**src/rtl/decoder_scan_pkg.sv**
```systemverilog
// Shared types, constants and channel-search helper for the decoder scan controller.
package decoder_scan_pkg;

  localparam int unsigned NCH   = 8;
  localparam int unsigned SEL_W = 3;

  typedef enum logic [1:0] {
    IDLE,
    RUN,
    BLANK
  } state_t;

  // First set mask bit strictly after cur, searching cyclically 7->0.
  // Returns cur when the mask is empty.
  function automatic logic [SEL_W-1:0] next_chan(input logic [NCH-1:0]   mask,
                                                 input logic [SEL_W-1:0] cur);
    logic [SEL_W-1:0] res;
    logic [SEL_W-1:0] idx;
    logic             found;
    res   = cur;
    found = 1'b0;
    for (int unsigned i = 1; i <= NCH; i++) begin
      idx = SEL_W'(32'(cur) + i);
      if (!found && mask[idx]) begin
        res   = idx;
        found = 1'b1;
      end
    end
    return res;
  endfunction

endpackage

```
**src/rtl/decoder_scan_pick.sv**
```systemverilog
// Combinational channel picker: lowest eligible channel for scan entry and
// next eligible channel after the current one for dwell terminal.
module decoder_scan_pick
  import decoder_scan_pkg::*;
(
  input  logic [NCH-1:0]   mask,
  input  logic [SEL_W-1:0] cur,
  output logic [SEL_W-1:0] lowest,
  output logic [SEL_W-1:0] next,
  output logic             any
);

  // Searching "after the top channel" wraps to 0 and yields the lowest set bit.
  always_comb begin
    any    = |mask;
    lowest = next_chan(mask, SEL_W'(NCH - 1));
    next   = next_chan(mask, cur);
  end

endmodule

```
**src/rtl/decoder_scan_ctrl.sv**
```systemverilog
// Scan select generator driving a 3-to-8 decoder's a/b/c inputs.
// Optional build macro: DECODER_SCAN_BLANK_EN inserts a one-cycle blank
// between channels.
module decoder_scan_ctrl
  import decoder_scan_pkg::*;
#(
  parameter int unsigned DWELL_W = 8
) (
  input  logic               clk,
  input  logic               rst,
  input  logic               en,
  input  logic [DWELL_W-1:0] dwell,
  input  logic [7:0]         chan_mask,
  output logic [2:0]         sel,
  output logic               sel_vld,
  output logic               step,
  output logic               wrap
);

  state_t             state, state_n;
  logic [DWELL_W-1:0] cnt, cnt_n;
  logic [SEL_W-1:0]   sel_n;
  logic               vld_n, step_n, wrap_n;
  logic [SEL_W-1:0]   pick_lowest, pick_next;
  logic               pick_any;
  logic               term;
`ifdef DECODER_SCAN_BLANK_EN
  logic               wrap_pend, wrap_pend_n;
`endif

  decoder_scan_pick u_pick (
    .mask   (chan_mask),
    .cur    (sel),
    .lowest (pick_lowest),
    .next   (pick_next),
    .any    (pick_any)
  );

  // Terminal uses the live dwell value, so a shrinking dwell below cnt
  // lets the counter run around through its maximum.
  assign term = (cnt == dwell);

  // Next-state and next-output decode; all outputs are registered below.
  always_comb begin
    state_n = state;
    cnt_n   = cnt;
    sel_n   = sel;
    vld_n   = sel_vld;
    step_n  = 1'b0;
    wrap_n  = 1'b0;
`ifdef DECODER_SCAN_BLANK_EN
    wrap_pend_n = wrap_pend;
`endif
    case (state)
      IDLE: begin
        vld_n = 1'b0;
        cnt_n = '0;
        if (en && pick_any) begin
          state_n = RUN;
          sel_n   = pick_lowest;
          vld_n   = 1'b1;
          step_n  = 1'b1;
        end
      end
      RUN: begin
        if (!en) begin
          state_n = IDLE;
          vld_n   = 1'b0;
          cnt_n   = '0;
        end else if (term) begin
          cnt_n = '0;
          if (!pick_any) begin
            state_n = IDLE;
            vld_n   = 1'b0;
          end else begin
            sel_n = pick_next;
`ifdef DECODER_SCAN_BLANK_EN
            state_n     = BLANK;
            vld_n       = 1'b0;
            wrap_pend_n = (pick_next <= sel);
`else
            step_n = 1'b1;
            wrap_n = (pick_next <= sel);
`endif
          end
        end else begin
          cnt_n = cnt + DWELL_W'(1);
        end
      end
`ifdef DECODER_SCAN_BLANK_EN
      BLANK: begin
        if (!en) begin
          state_n = IDLE;
          vld_n   = 1'b0;
        end else begin
          state_n = RUN;
          vld_n   = 1'b1;
          step_n  = 1'b1;
          wrap_n  = wrap_pend;
        end
      end
`endif
      default: begin
        state_n = IDLE;
        vld_n   = 1'b0;
        cnt_n   = '0;
      end
    endcase
  end

  // State and output registers with asynchronous reset.
  always_ff @(posedge clk or posedge rst) begin
    if (rst) begin
      state   <= IDLE;
      cnt     <= '0;
      sel     <= '0;
      sel_vld <= 1'b0;
      step    <= 1'b0;
      wrap    <= 1'b0;
`ifdef DECODER_SCAN_BLANK_EN
      wrap_pend <= 1'b0;
`endif
    end else begin
      state   <= state_n;
      cnt     <= cnt_n;
      sel     <= sel_n;
      sel_vld <= vld_n;
      step    <= step_n;
      wrap    <= wrap_n;
`ifdef DECODER_SCAN_BLANK_EN
      wrap_pend <= wrap_pend_n;
`endif
    end
  end

endmodule

```
**config.mk**
```make
export PLATFORM = sky130hd
export DESIGN_NAME = decoder_scan_ctrl
export DESIGN_NICKNAME = d
export VERILOG_FILES = /design/src/rtl/decoder_scan_pkg.sv /design/src/rtl/decoder_scan_pick.sv /design/src/rtl/decoder_scan_ctrl.sv
export SDC_FILE = /design/constraint.sdc
export NUM_CORES = 1
export LEC_CHECK = 0
export BUFFER_PORTS_ARGS = -buffer_cell sky130_fd_sc_hd__clkbuf_2
export CAP_MARGIN = 30
export CORE_UTILIZATION = 50
export DETAILED_ROUTE_END_ITERATION = 6
export GPL_ROUTABILITY_DRIVEN = 0
export PLACE_DENSITY = 0.71
export SLEW_MARGIN = 20
export SYNTH_ARGS = -nofsm -noshare
export SYNTH_HDL_FRONTEND = slang
export SYNTH_HIERARCHICAL = 1
export SYNTH_SLANG_ARGS = --single-unit
```
**constraint.sdc**
```tcl
create_clock -name clk -period 11 [get_ports clk]
set_clock_uncertainty 0.1 [all_clocks]
set_input_delay 0 -clock clk [delete_from_list [all_inputs] [get_ports clk]]
set_output_delay 0 -clock clk [all_outputs]
set_load 0.005 [all_outputs]
```
# Word-level counts from Yosys, hierarchy flattened
# Index checks and enable logic that the tools add are counted.
dict set report totals {
  reg_bits 16
  in_bits 19
  out_inout_bits 6
  word_cells 139
}
dict set report op_classes {
  n_addsub 9
  order_cmp 9
  eq_ne 8
  mux 72
  reduce_logical 35
}
# operator count
set op_table {}
lappend op_table {{$mux 3} 20}
lappend op_table {{$mux 1} 33}
lappend op_table {{$lt 3x4->1 const B} 8}
lappend op_table {{$bmux 1 s3} 8}
lappend op_table {{$mux 8} 3}
lappend op_table {{$logic_and 1x1->1} 15}
lappend op_table {{$logic_not 1->1} 14}
lappend op_table {{$add 3x3->3 const B} 4}
lappend op_table {{$add 8x1->8 const B} 1}
lappend op_table {{$eq 8x8->1} 1}
lappend op_table {{$mux 2} 4}
lappend op_table {{$ne 2x2->1 const B} 4}
lappend op_table {{$reduce_or 8->1} 1}
lappend op_table {{$add 3x1->3 const B} 2}
lappend op_table {{$add 3x2->3 const B} 2}
lappend op_table {{$ne 3x3->1 const B} 2}
lappend op_table {{$pmux 3 s2} 1}
lappend op_table {{$reduce_and 5->1} 1}
lappend op_table {{$pmux 1 s2} 2}
lappend op_table {{$pmux 2 s2} 1}
lappend op_table {{$le 3x3->1} 1}
lappend op_table {{$reduce_and 3->1} 1}
lappend op_table {{$eq 2x1->1 const B} 1}
lappend op_table {{$logic_not 2->1} 1}
lappend op_table {{2 further kinds} 2}

# Logic depth before layout (Yosys ltp)
# Gate-level depths: netlist of run 1.
dict set report logic_depth {
  ltp_word 30
  mapped_depth 17
  ltp_nobuf 14
}

# Modules after synthesis
# Netlist of run 1, hierarchy kept.
# module n_inst cells_each area_each_um2 seq_area_each_um2
set modules_own_cells {}
lappend modules_own_cells {decoder_scan_pick 1 103 927.1 0.0}
lappend modules_own_cells {decoder_scan_ctrl 1 88 894.6 375.4}

# Worst setup path after synthesis of run 1
# No wires, ideal clock.
dict set report synth_timing {
  kind {flip-flop to flip-flop}
  start {register sel[1]}
  end {register wrap}
  setup_ps 105
  arrival_ps 3495
  required_time_ps 10795
  setup_slack_ps 7300
  path_stages_with_launch 16
  n_path_buf 2
  period_less_slack_ps 3700
  cell_sequence {dfrtp_1 buf_2 buf_2 inv_1 ha_1 xnor2_1 mux4_2 a31oi_1 o32ai_1 o22ai_1 a21bo_1 ha_1 nor2b_1 o21ai_0 a32oi_1 nor4b_1}
}
dict set report synth_between {
  elab_chain_cells 30
  word_cells_on_any_way 58
  cone_classes {8 x add/sub; 1 x order compare; 35 x mux; 14 x reduce/logical}
}
# item line_no
set synth_lines {}
lappend synth_lines {{from (decl)} decoder_scan_ctrl.sv:14} ;# output logic [2:0] sel,
lappend synth_lines {{from (signal assigned)} decoder_scan_ctrl.sv:126} ;# sel <= sel_n;
lappend synth_lines {{$add 3x1->3} decoder_scan_pkg.sv:23} ;# idx = SEL_W'(32'(cur) + i);
lappend synth_lines {{$bmux 1 s3} decoder_scan_pkg.sv:24} ;# if (!found && mask[idx]) begin
lappend synth_lines {{$mux 1 (not written as such)} decoder_scan_pkg.sv:24}
lappend synth_lines {{$mux 1} decoder_scan_pkg.sv:24}
lappend synth_lines {{$logic_not 1->1} decoder_scan_pkg.sv:24}
lappend synth_lines {{$logic_and 1x1->1} decoder_scan_pkg.sv:24}
lappend synth_lines {{$mux 1} decoder_scan_pkg.sv:24}
lappend synth_lines {{$logic_not 1->1} decoder_scan_pkg.sv:24}
lappend synth_lines {{(+16 left out)} n/a}
lappend synth_lines {{$mux 3 (*)} decoder_scan_pkg.sv:24}
lappend synth_lines {{net pick_next[1]} decoder_scan_ctrl.sv:24} ;# logic [SEL_W-1:0] pick_lowest, pick_next;
lappend synth_lines {{$le 3x3->1 (*)} decoder_scan_ctrl.sv:83} ;# wrap_n = (pick_next <= sel);
lappend synth_lines {{$mux 1 (*)} decoder_scan_ctrl.sv:72} ;# if (!pick_any) begin
lappend synth_lines {{$mux 1 (*)} decoder_scan_ctrl.sv:70} ;# end else if (term) begin
lappend synth_lines {{$mux 1 (*)} decoder_scan_ctrl.sv:66} ;# if (!en) begin
lappend synth_lines {{$mux 1 (*)} decoder_scan_ctrl.sv:54} ;# case (state)
lappend synth_lines {{net wrap_n} decoder_scan_ctrl.sv:23} ;# logic vld_n, step_n, wrap_n;
lappend synth_lines {{to (signal assigned)} decoder_scan_ctrl.sv:129} ;# wrap <= wrap_n;
lappend synth_lines {{to (decl)} decoder_scan_ctrl.sv:17} ;# output logic wrap
# Mark *: on every way through the listed nets, which the timed path passes. The rest lies on a longest branch. The select of a mux whose other input is x is not followed.
# A chain may end at the register's enable or synchronous reset.

# Worst setup path in the final report of run 1
# Same ends and word-level chain as after synthesis.

==> results of run 1 <==
==> metrics by stage <==
stage | setup slack [ns] | total power [W] | utilization (%) | area, um2 | instances
after detailed placement | 6.65 | 0.000339 | 56.1 | 1920 | 249
after CTS | 6.61 | 0.000373 | 57.5 | 1960 | 255
final | 6.63 | 0.000378 | 57.9 | 1980 | 256
after global placement | 6.82 | 0.000333 | 56.1 | 1920 | 249
after floorplan | 7.30 | 0.000295 | - | 1820 | 191
after global routing | 6.32 | 0.000410 | 57.9 | 1980 | 256
==> per-layer routing <==
metal / global-route usage, % / vias up
met2: 32.3 / 48
met5: 0 / -
met1: 32.1 / 764
met4: 3.20 / 0
met3: 4.23 / 2
li1: - / 749
==> path summary, 6_finish.rpt <==
path | startpoint | to | slack [ns] | depth (start not counted)
setup / recovery | sel[1]$_DFFE_PP0P_ | wrap$_DFF_PP0_ | 6.63 | 13
hold / removal | dwell[7] | sel[2]$_DFFE_PP0P_ | 0.13 | 5
setup reg to reg | sel[1]$_DFFE_PP0P_ | wrap$_DFF_PP0_ | 6.63 | 13
hold reg to reg | cnt[0]$_DFF_PP0_ | cnt[0]$_DFF_PP0_ | 0.45 | 1
max in group asynchronous | rst | cnt[7]$_DFF_PP0_ | 10.21 | 3
min in group asynchronous | rst | cnt[2]$_DFF_PP0_ | 0.21 | 3
==> sequential cells by signal, indices dropped and copies added, names as in the netlist <==
name / flops
cnt: 8
sel: 3
sel_vld: 1
state: 1
step: 1
wrap: 1
==> cell type report <==
type | instances | area (um2)
fillers | 312 | 1440
multi-input cells | 150 | 1310
flip-flops and latches | 15 | 375
repair buffers | 27 | 155
well taps | 46 | 57.6
inverters | 14 | 52.6
clock buffers | 4 | 26.3
==> layout by cell type (no fill, tap or decap), drive strengths merged, types with 2 or more instances in the layout <==
master	count
a2111oi	2
a21oi	10
a32oi	2
and3	3
clkbuf	28
dfrtp	15
dlygate4sd3	2
ha	6
inv	14
mux2	5
mux2i	10
mux4	13
nand2	16
nand3	8
nand4	2
nor2	15
nor2b	3
nor3	2
nor3b	3
nor4	2
o211ai	5
o21ai	4
o22ai	3
o31ai	2
or4	3
xnor2	12
xor2	6
==> repair_timing <==
item,4_1_cts,5_1_grt
endpoints found under the hold margin,24,0
buffers inserted,0,0
gates resized for setup,0,0
hold buffers,2,0
==> worst min-delay path, cell delays in order <==
cell      delay [ns]
clkbuf_2        0.08
xnor2_1         0.08
nand4_2         0.14
o211ai_1        0.10
nand3_1         0.08
==> report_power, final <==
group	switching, W	internal [W]	total (W)
clock	0.0000163	0.0000141	0.0000304
combinational	0.000140	0.000129	0.000268
sequential	0.0000195	0.0000594	0.0000789
total	0.000175	0.000202	0.000378
==> cells by family after synthesis <==
family | synth area share [%]
simple gates | 18.1
mux | 25.5
fa+ha+maj | 4.12
xor+xnor | 10.3
buf+inv | 7.42
compound gates | 13.9
flops | 20.6
==> metrics.md, run 1 <==
| Metric | Value |
|---|---|
| Status | `completed` |
| Core Box Area | `3420 um2` |
| Final HPWL DP | `2980 um` |
| Pleak | `0.875 nW` |
| CTS Sinks | `15` |
| Clk pin slew, worst setup/hold paths | `0.08 ns` |
| Drt first pass iters | `4` |
| Critical Path Most Common Cell | `ha_1` |
| Cell count after synthesis | `191` |
| Max Slew Vio Count | `0` |
| Gr ovfl total | `0` |
| Fin nets | `236` |
| Yosys cell types | `50` |
| Met1 wire length | `1940 um` |
| CP top delay family | `multiplexers` |
| Critical Path Fanout Max | `21` |
| Syn Nets | `216` |
| #FFs+latches synth | `15` |
| Sequential fraction of the synthesis area | `20.6%` |
| Root Buffer | `clkbuf_4` |
| Highest routed layer | `met4` |
| Io pins | `25` |
| Total track usage | `21.4%` |
| Worst Path Class, Setup | `flip-flop to flip-flop` |
| Die area | `3890 um2` |
| Cell Rows | `21` |
| Setup-failing EPs final | `0` |
| Setup TNS Final | `0 ns` |
| Post-synth EDFFs | `0` |
| Die Width | `62.4 um` |
| Crit-path cells | `inv_1 > ha_1 > mux4_2 > mux2_4 > nor2_2 > a2111oi_2 > o22ai_1 > a21bo_1 > ha_1 > nor2b_1 > o21ai_0 > a32oi_1 > nor4b_1` |
| DRC viols | `0` |
| WP data required | `11.07 ns` |
| Slew @ Worst Pin | `0.787 ns` |
| Warnings from Yosys | `6` |
| First-pass GRT wire length | `6730 um` |
| Worst Setup End Kind | `flip-flop` |
| Hold Vio Cnt, Final | `0` |
| CP max-delay cell | `dfrtp_1` |
| Metal3 WL | `186 um` |
| Yosys top cell area share | `20.6%` |
| Hold_ws | `0.133 ns` |
| Worst Path Arrival | `4.44 ns` |
| Area delta synth->final | `8.59%` |
| Total CTS buffers | `3` |
| Worst setup SP type | `flip-flop` |
| CTS H-tree depth | `1` |
| Count leader, synth | `nand2_1` |
| Vias per std cell | `6.11` |
| Unrepaired setup endpoints after global routing | `no` |
| Async set or reset register ratio after synthesis | `100%` |
| Hold Crit Class | `input pin to flip-flop` |
| Largest net degree at the start of global routing | `25` |
| Total number of vias | `1563` |
| Tcrit/Tclk final | `39.7%` |
| Fmax | `229 MHz` |
| CTS max path bufs | `2` |
| Initial antenna violation count | `0` |
| Post-DR wirelength/cell | `15.7 um` |
| Port buffer count | `24` |
| Number of max-cap violations | `0` |
| First DRT Iteration DRCs | `93` |
| Vias in the first global route | `1427` |
| Initial Util | `53.3%` |
| Power Dens Cells | `191 nW/um2` |
| Critical Path Max Stage Delay | `0.86 ns` |
| Share of layout cells above drive strength 1 | `26.7%` |
| Routed WL | `4010 um` |
| Slew HR | `47.5%` |
| VDD IR max | `0.112 mV` |
| Die Height | `62.4 um` |
| Commonest cells post-synth | `nand2_1 (16), dfrtp_1 (15), inv_1 (14), nor2_1 (14), mux4_2 (11)` |
| N_diodes | `0` |
| Area contributors post-synth | `dfrtp_1 (21%), mux4_2 (14%), mux2i_1 (4.9%)` |
| Synthesized area | `1820 um2` |
| Synth area leader | `dfrtp_1` |
| Routed Antenna Nets | `0` |
| Metal2 WL | `1880 um` |
| TritonCTS clock tree | `yes` |
| Crit path buf inv count | `1` |
| Tmin final | `4.37 ns` |
| Mean Syn Cell Area | `9.54 um2` |
| Worst-Skew Late Latency | `0.28 ns` |
| Top_reg_cell synth | `dfrtp_1` |
(Power assumes the default switching activity.)
==> inputs of run 2 (changes only) <==
ABC_AREA = 1   (was unset)
PLACE_DENSITY = 0.74   (was 0.71)
clock period = 3.65 ns   (was 11 ns; I/O delays follow)
==> metrics.md, run 2 <==
| Metric | Value |
|---|---|
| Status | `completed` |
| Area contributors post-synth | `dfrtp_1 (23%), nand2_1 (20%), nand3_1 (11%)` |
| Worst Path Class, Setup | `flip-flop to flip-flop` |
| P_sw | `0.000964 W` |
| Final HPWL DP | `3130 um` |
| Tmin final | `3.35 ns` |
| Hold Startpoint | `chan_mask[7]` |
| Reg-to-reg slack, setup | `0.30 ns` |
| Vias per std cell | `5.15` |
| CP startpoint | `sel[1]$_DFFE_PP0P_` |
| Routed WL | `3750 um` |
| Initial Util | `53.1%` |
| First-pass GRT wire length | `6610 um` |
| Worst setup SP type | `flip-flop` |
| Most common cell after layout, fill and taps aside | `nand2_1` |
| Setup bufs post-CTS | `0` |
| PostCTS Resize Cnt | `0` |
| Cell Rows | `20` |
| Worst Setup End Kind | `flip-flop` |
| Async set or reset register ratio after synthesis | `100%` |
| Final Core Density | `59.8%` |
| Commonest non-fill, non-tap cells in the layout | `nand2_1 (87), nand3_1 (36), inv_1 (35)` |
| CTS Sinks | `15` |
| Drt first pass iters | `5` |
| CP top delay family | `simple AND/OR/NAND/NOR gates` |
| Fin nets | `318` |
| Top_reg_cell synth | `dfrtp_1` |
| Sequential fraction of the synthesis area | `23.0%` |
| Hold Vio Cnt, Final | `0` |
| Io pins | `25` |
| TritonCTS clock tree | `yes` |
| Total track usage | `24.6%` |
| Max Slew Vio Count | `0` |
| Unrepaired setup endpoints after global routing | `no` |
| Critical Path Fanout Max | `11` |
| Area delta synth->final | `12.6%` |
| Power Dens Cells | `918 nW/um2` |
| Slew HR | `52.7%` |
| Final std cells w/o fill | `336` |
| Syn Nets | `289` |
| WP data required | `3.75 ns` |
| DRC viols | `0` |
| Critical Path Max Stage Delay | `0.57 ns` |
| Die Width | `59.2 um` |
| Count leader, synth | `nand2_1` |
| #FFs+latches synth | `15` |
| Root Buffer | `clkbuf_4` |
| First DRT Iteration DRCs | `104` |
| Setup TNS Final | `0 ns` |
| Combinational power share | `81.1%` |
| Sw Share | `57.1%` |
| Warnings from Yosys | `6` |
| Top flop regs | `cnt (8), sel (3)` |
| Gr ovfl total | `0` |
| Worst R2R Start | `sel[1]$_DFFE_PP0P_` |
| Routed Antenna Nets | `0` |
| Fmax | `298 MHz` |
| Pleak | `1.00 nW` |
| Tcrit/Tclk final | `91.8%` |
| Yosys cell types | `33` |
| Crit path buf inv count | `3` |
| Die Height | `59.2 um` |
| Cts hold-fix bufs | `2` |
| VDD IR max | `0.302 mV` |
| Crit-path cells | `inv_1 > ha_1 > inv_1 > nand3_1 > nand2_1 > nand2_1 > nand2_2 > nand3_2 > nor2_4 > nand4_4 > nand2_1 > inv_1 > a21oi_2 > ha_1 > a21oi_1 > a32oi_1 > nor3_1` |
| Setup-failing EPs final | `0` |
| Biggest register | `cnt` |
| Synth area leader | `dfrtp_1` |
| Total number of vias | `1730` |
| Hold Crit Class | `input pin to flip-flop` |
| Worst-Skew Late Latency | `0.28 ns` |
| Post-DR wirelength/cell | `11.2 um` |
| CTS H-tree depth | `1` |
| Yosys top cell area share | `23.0%` |
| Initial antenna violation count | `0` |
| Share of layout cells above drive strength 1 | `18.5%` |
| Die area | `3500 um2` |
| Commonest cells post-synth | `nand2_1 (87), nand3_1 (36), inv_1 (35), nor2_1 (24), dfrtp_1 (15)` |
| Post-synth EDFFs | `0` |
| Clk pin slew, worst setup/hold paths | `0.09 ns` |
| Vias in the first global route | `1521` |
| CP max-delay cell | `dfrtp_1` |
| Worst Path Arrival | `3.45 ns` |
| Sequential share of power | `13.3%` |
| N_diodes | `0` |
| Number of max-cap violations | `0` |
| Mean Syn Cell Area | `6.19 um2` |
| Total CTS buffers | `3` |
| Max FFs per register | `8` |
| Port buffer count | `24` |
| Largest net degree at the start of global routing | `16` |
| Power share of the clock group | `5.6%` |
| Placed Instances | `330` |
| Core Box Area | `3080 um2` |
| Slew @ Worst Pin | `0.702 ns` |
| Cell count after synthesis | `264` |
| CTS max path bufs | `2` |
| Power Internal | `0.000725 W` |
| Synthesized area | `1630 um2` |
## run 2: cell types whose count changed after synthesis, moves of 5 or more
cell     delta
nor2_1     +10
a21oi_1     -6
nand2_1    +71
xor2_1      -5
nand4_1     +6
mux4_2     -11
inv_1      +21
mux2i_1     -9
nand3_1    +28
## run 2: kinds of logic (layout without fill, tap and decap cells)
logic type	after synthesis	after routing	share of synthesized area, %
xor gates and xnor gates	6	6	3.22
AOI/OAI and AO/OA	17	17	6.51
muxes	2	2	1.38
and+or+nand+nor	175	175	50.5
adders and majority gates	6	6	4.59
buffers and inverters	43	71	10.8
DFF	15	15	23.0
## run 2: layout make-up
type	instances	area [um2]
timing repair buffer	27	148
clock buffer	4	26.3
multi-input combinational	206	1080
fill	317	1240
sequential	15	375
tap	44	55.1
inverter	40	153
## run 2: metal layers
| layer | vias up | wire length (um) | part of all wire [%] | track usage (%) |
|---|---|---|---|---|
| met3 | 9 | 264 | 7.0 | 4.59 |
| met4 | 0 | 74 | 2.0 | 5.44 |
| met2 | 69 | 1670 | 45 | 38.8 |
| met1 | 745 | 1740 | 46 | 34.9 |
| met5 | - | 0 | 0 | 0 |
| li1 | 907 | - | - | - |
## run 2: worst reg2reg max path, cell delays in order, from the launching register on
cell and delay, ns:
dfrtp_1 0.57, inv_1 0.24, ha_1 0.42, inv_1 0.20, nand3_1 0.10, nand2_1 0.11, nand2_1 0.11, nand2_2 0.14
nand3_2 0.10, nor2_4 0.15, nand4_4 0.13, nand2_1 0.10, inv_1 0.05, a21oi_2 0.15, ha_1 0.27, a21oi_1 0.15
a32oi_1 0.07, nor3_1 0.14
## run 2: final timing paths
kind,end,cells after the start
min,state[0]$_DFFE_PP0P_,5
max,wrap$_DFF_PP0_,17
min reg2reg,cnt[0]$_DFF_PP0_,1
max in group asynchronous,sel[1]$_DFFE_PP0P_,3
min in group asynchronous,cnt[5]$_DFF_PP0_,3
max reg2reg,wrap$_DFF_PP0_,17
## run 2: stage by stage
step                hold WS [ns]  total power [W]  cell area (um2)  setup WS [ns]
floorplan                 -0.199          0.00131             1630          0.832
global placement         -0.0408          0.00156             1790          0.530
detailed placement       -0.0375          0.00158             1790          0.374
CTS                       0.0601          0.00168             1840          0.357
global route              0.0937          0.00188             1840         0.0478
finish                    0.0675          0.00169             1840          0.299
## run 2: power groups by stage
stage | Clock, W | Combinational, W | Sequential [W]
after floorplan | 0 | 0.00110 | 0.000215
after global placement | 0 | 0.00133 | 0.000226
after detailed placement | 0 | 0.00135 | 0.000228
after CTS | 0.0000981 | 0.00135 | 0.000224
after global routing | 0.000108 | 0.00155 | 0.000228
final | 0.0000950 | 0.00137 | 0.000225
==> inputs of run 3 (changes only) <==
BUFFER_PORTS_ARGS = unset   (was -buffer_cell sky130_fd_sc_hd__clkbuf_2)
DONT_BUFFER_PORTS = 1   (was unset)
PLACE_DENSITY = 0.68   (was 0.74)
==> metrics.md, run 3 (synthesis gave the netlist of run 2 again) <==
| Metric | Value |
|---|---|
| Status | `completed` |
| PostCTS Resize Cnt | `0` |
| TritonCTS clock tree | `yes` |
| Power Dens Cells | `955 nW/um2` |
| Top flop regs | `cnt (8), sel (3)` |
| Clk pin slew, worst setup/hold paths | `0.09 ns` |
| Biggest register | `cnt` |
| CTS H-tree depth | `1` |
| First-pass GRT wire length | `6210 um` |
| Worst Setup End Kind | `flip-flop` |
| DRC viols | `0` |
| Fillers | `324` |
| Worst R2R Start | `sel[1]$_DFFE_PP0P_` |
| Total number of vias | `1648` |
| Routed Antenna Nets | `0` |
| Hold Vio Cnt, Final | `0` |
| Total CTS buffers | `3` |
| Share of layout cells above drive strength 1 | `11.4%` |
| Number of max-cap violations | `0` |
| Cts hold-fix bufs | `4` |
| N_diodes | `0` |
| Slew @ Worst Pin | `0.697 ns` |
| Worst Path Arrival | `3.13 ns` |
| Most common cell after layout, fill and taps aside | `nand2_1` |
| Initial Util | `53.1%` |
| Sequential share of power | `12.7%` |
| Area after DPL | `1680 um2` |
| Vias in the first global route | `1431` |
| Unrepaired setup endpoints after global routing | `no` |
| Hold Crit Class | `input pin to flip-flop` |
| Area taken by multi-input logic gates | `1080 um2` |
| WP data required | `3.73 ns` |
| Slew HR | `53.1%` |
| Crit path to | `wrap$_DFF_PP0_` |
| Pleak | `0.916 nW` |
| P_sw | `0.000952 W` |
| Reg-to-reg slack, setup | `0.60 ns` |
| Die Width | `59.2 um` |
| Io pins | `25` |
| Initial antenna violation count | `0` |
| Cell Rows | `20` |
| Tmin final | `3.05 ns` |
| First DRT Iteration DRCs | `126` |
| Area delta synth->final | `6.89%` |
| Largest net degree at the start of global routing | `16` |
| Worst-Skew Late Latency | `0.28 ns` |
| Combinational power share | `81.6%` |
| Setup-failing EPs final | `0` |
| Commonest non-fill, non-tap cells in the layout | `nand2_1 (87), nand3_1 (36), inv_1 (35)` |
| Critical Path Fanout Max | `7` |
| Setup TNS Final | `0 ns` |
| CP startpoint | `sel[1]$_DFFE_PP0P_` |
| Setup bufs post-CTS | `0` |
| Hold_ws | `0.000447 ns` |
| Max Slew Vio Count | `0` |
| Post-DR wirelength/cell | `11.4 um` |
| Final Cell Area | `1750 um2` |
| PnR worst setup slack | `0.601 ns` |
| Die area | `3500 um2` |
| Drt first pass iters | `4` |
| Routed WL | `3610 um` |
| CTS Sinks | `15` |
| Root Buffer | `clkbuf_4` |
| Fin nets | `297` |
| Power Internal | `0.000716 W` |
| Pre-CTS setup slack | `0.648 ns` |
| Tcrit/Tclk final | `83.5%` |
| Gr ovfl total | `0` |
| Core Box Area | `3080 um2` |
| VDD IR max | `0.444 mV` |
| Port buffer count | `0` |
| Max FFs per register | `8` |
| Power share of the clock group | `5.7%` |
| Die Height | `59.2 um` |
| Register area | `375 um2` |
| Total track usage | `23.2%` |
| Reg2Reg Depth | `16` |
| Worst setup SP type | `flip-flop` |
| Sw Share | `57.1%` |
| Fmax | `328 MHz` |
| CTS max path bufs | `2` |
| Reg2reg end | `wrap$_DFF_PP0_` |
| Vias per std cell | `5.23` |
| Worst Path Class, Setup | `flip-flop to flip-flop` |
| Final HPWL DP | `2890 um` |
## run 3: power by group through the flow
stage          combinational (W)  sequential (W)   clock, W
2_1_floorplan            0.00110        0.000215          0
4_1_cts                  0.00135        0.000212  0.0000988
3_3_place_gp             0.00134        0.000215          0
5_1_grt                  0.00154        0.000216   0.000107
6_report                 0.00136        0.000212  0.0000958
3_5_place_dp             0.00134        0.000216          0
## run 3: worst min-delay path by stage
stage,from,end,slack (ns),cells after the start
6_report,dwell[6],wrap$_DFF_PP0_,0.0004,5
5_1_grt,dwell[6],wrap$_DFF_PP0_,0.02,5
4_1_cts,dwell[6],wrap$_DFF_PP0_,0.004,5
3_5_place_dp,rst,cnt[3]$_DFF_PP0_,-0.11,1
3_3_place_gp,rst,cnt[3]$_DFF_PP0_,-0.12,1
2_1_floorplan,rst,cnt[0]$_DFF_PP0_,-0.20,1
## run 3: worst max-delay path, stage by stage (launching register included)
cell and delay (ns):
dfrtp_1 0.38, inv_1 0.20, ha_1 0.36, inv_1 0.21, nand3_1 0.14, nand3_1 0.15, nand2_1 0.12, inv_1 0.16
nand4_1 0.11, nor2_1 0.18, nor2_1 0.08, nand2_1 0.08, a21oi_2 0.06, ha_1 0.31, nand3b_1 0.08, a32oi_1 0.16
nor3_1 0.06
## run 3: layout make-up
type	count	share of cell area [%]
multi-input cells	206	62.0
flip-flops and latches	15	21.5
inverters	40	8.74
repair buffers	6	3.15
well taps	44	3.15
clock buffers	4	1.50
## run 3: stage by stage
stage / instances / utilization (%) / total power (W)
after floorplan: 264 / - / 0.00131
after CTS: 315 / 56.7 / 0.00166
final: 315 / 56.7 / 0.00167
after detailed placement: 307 / 54.6 / 0.00155
after global routing: 315 / 56.7 / 0.00187
after global placement: 307 / 54.6 / 0.00155
## run 3: per-layer routing
layer  vias to the layer above  GRT usage [%]  routed length (um)
li1                        863              -                   -
met1                       742           28.7                1610
met2                        35           43.2                1850
met3                         8           1.53                 106
met4                         0           6.12                  31
met5                         -              0                   0
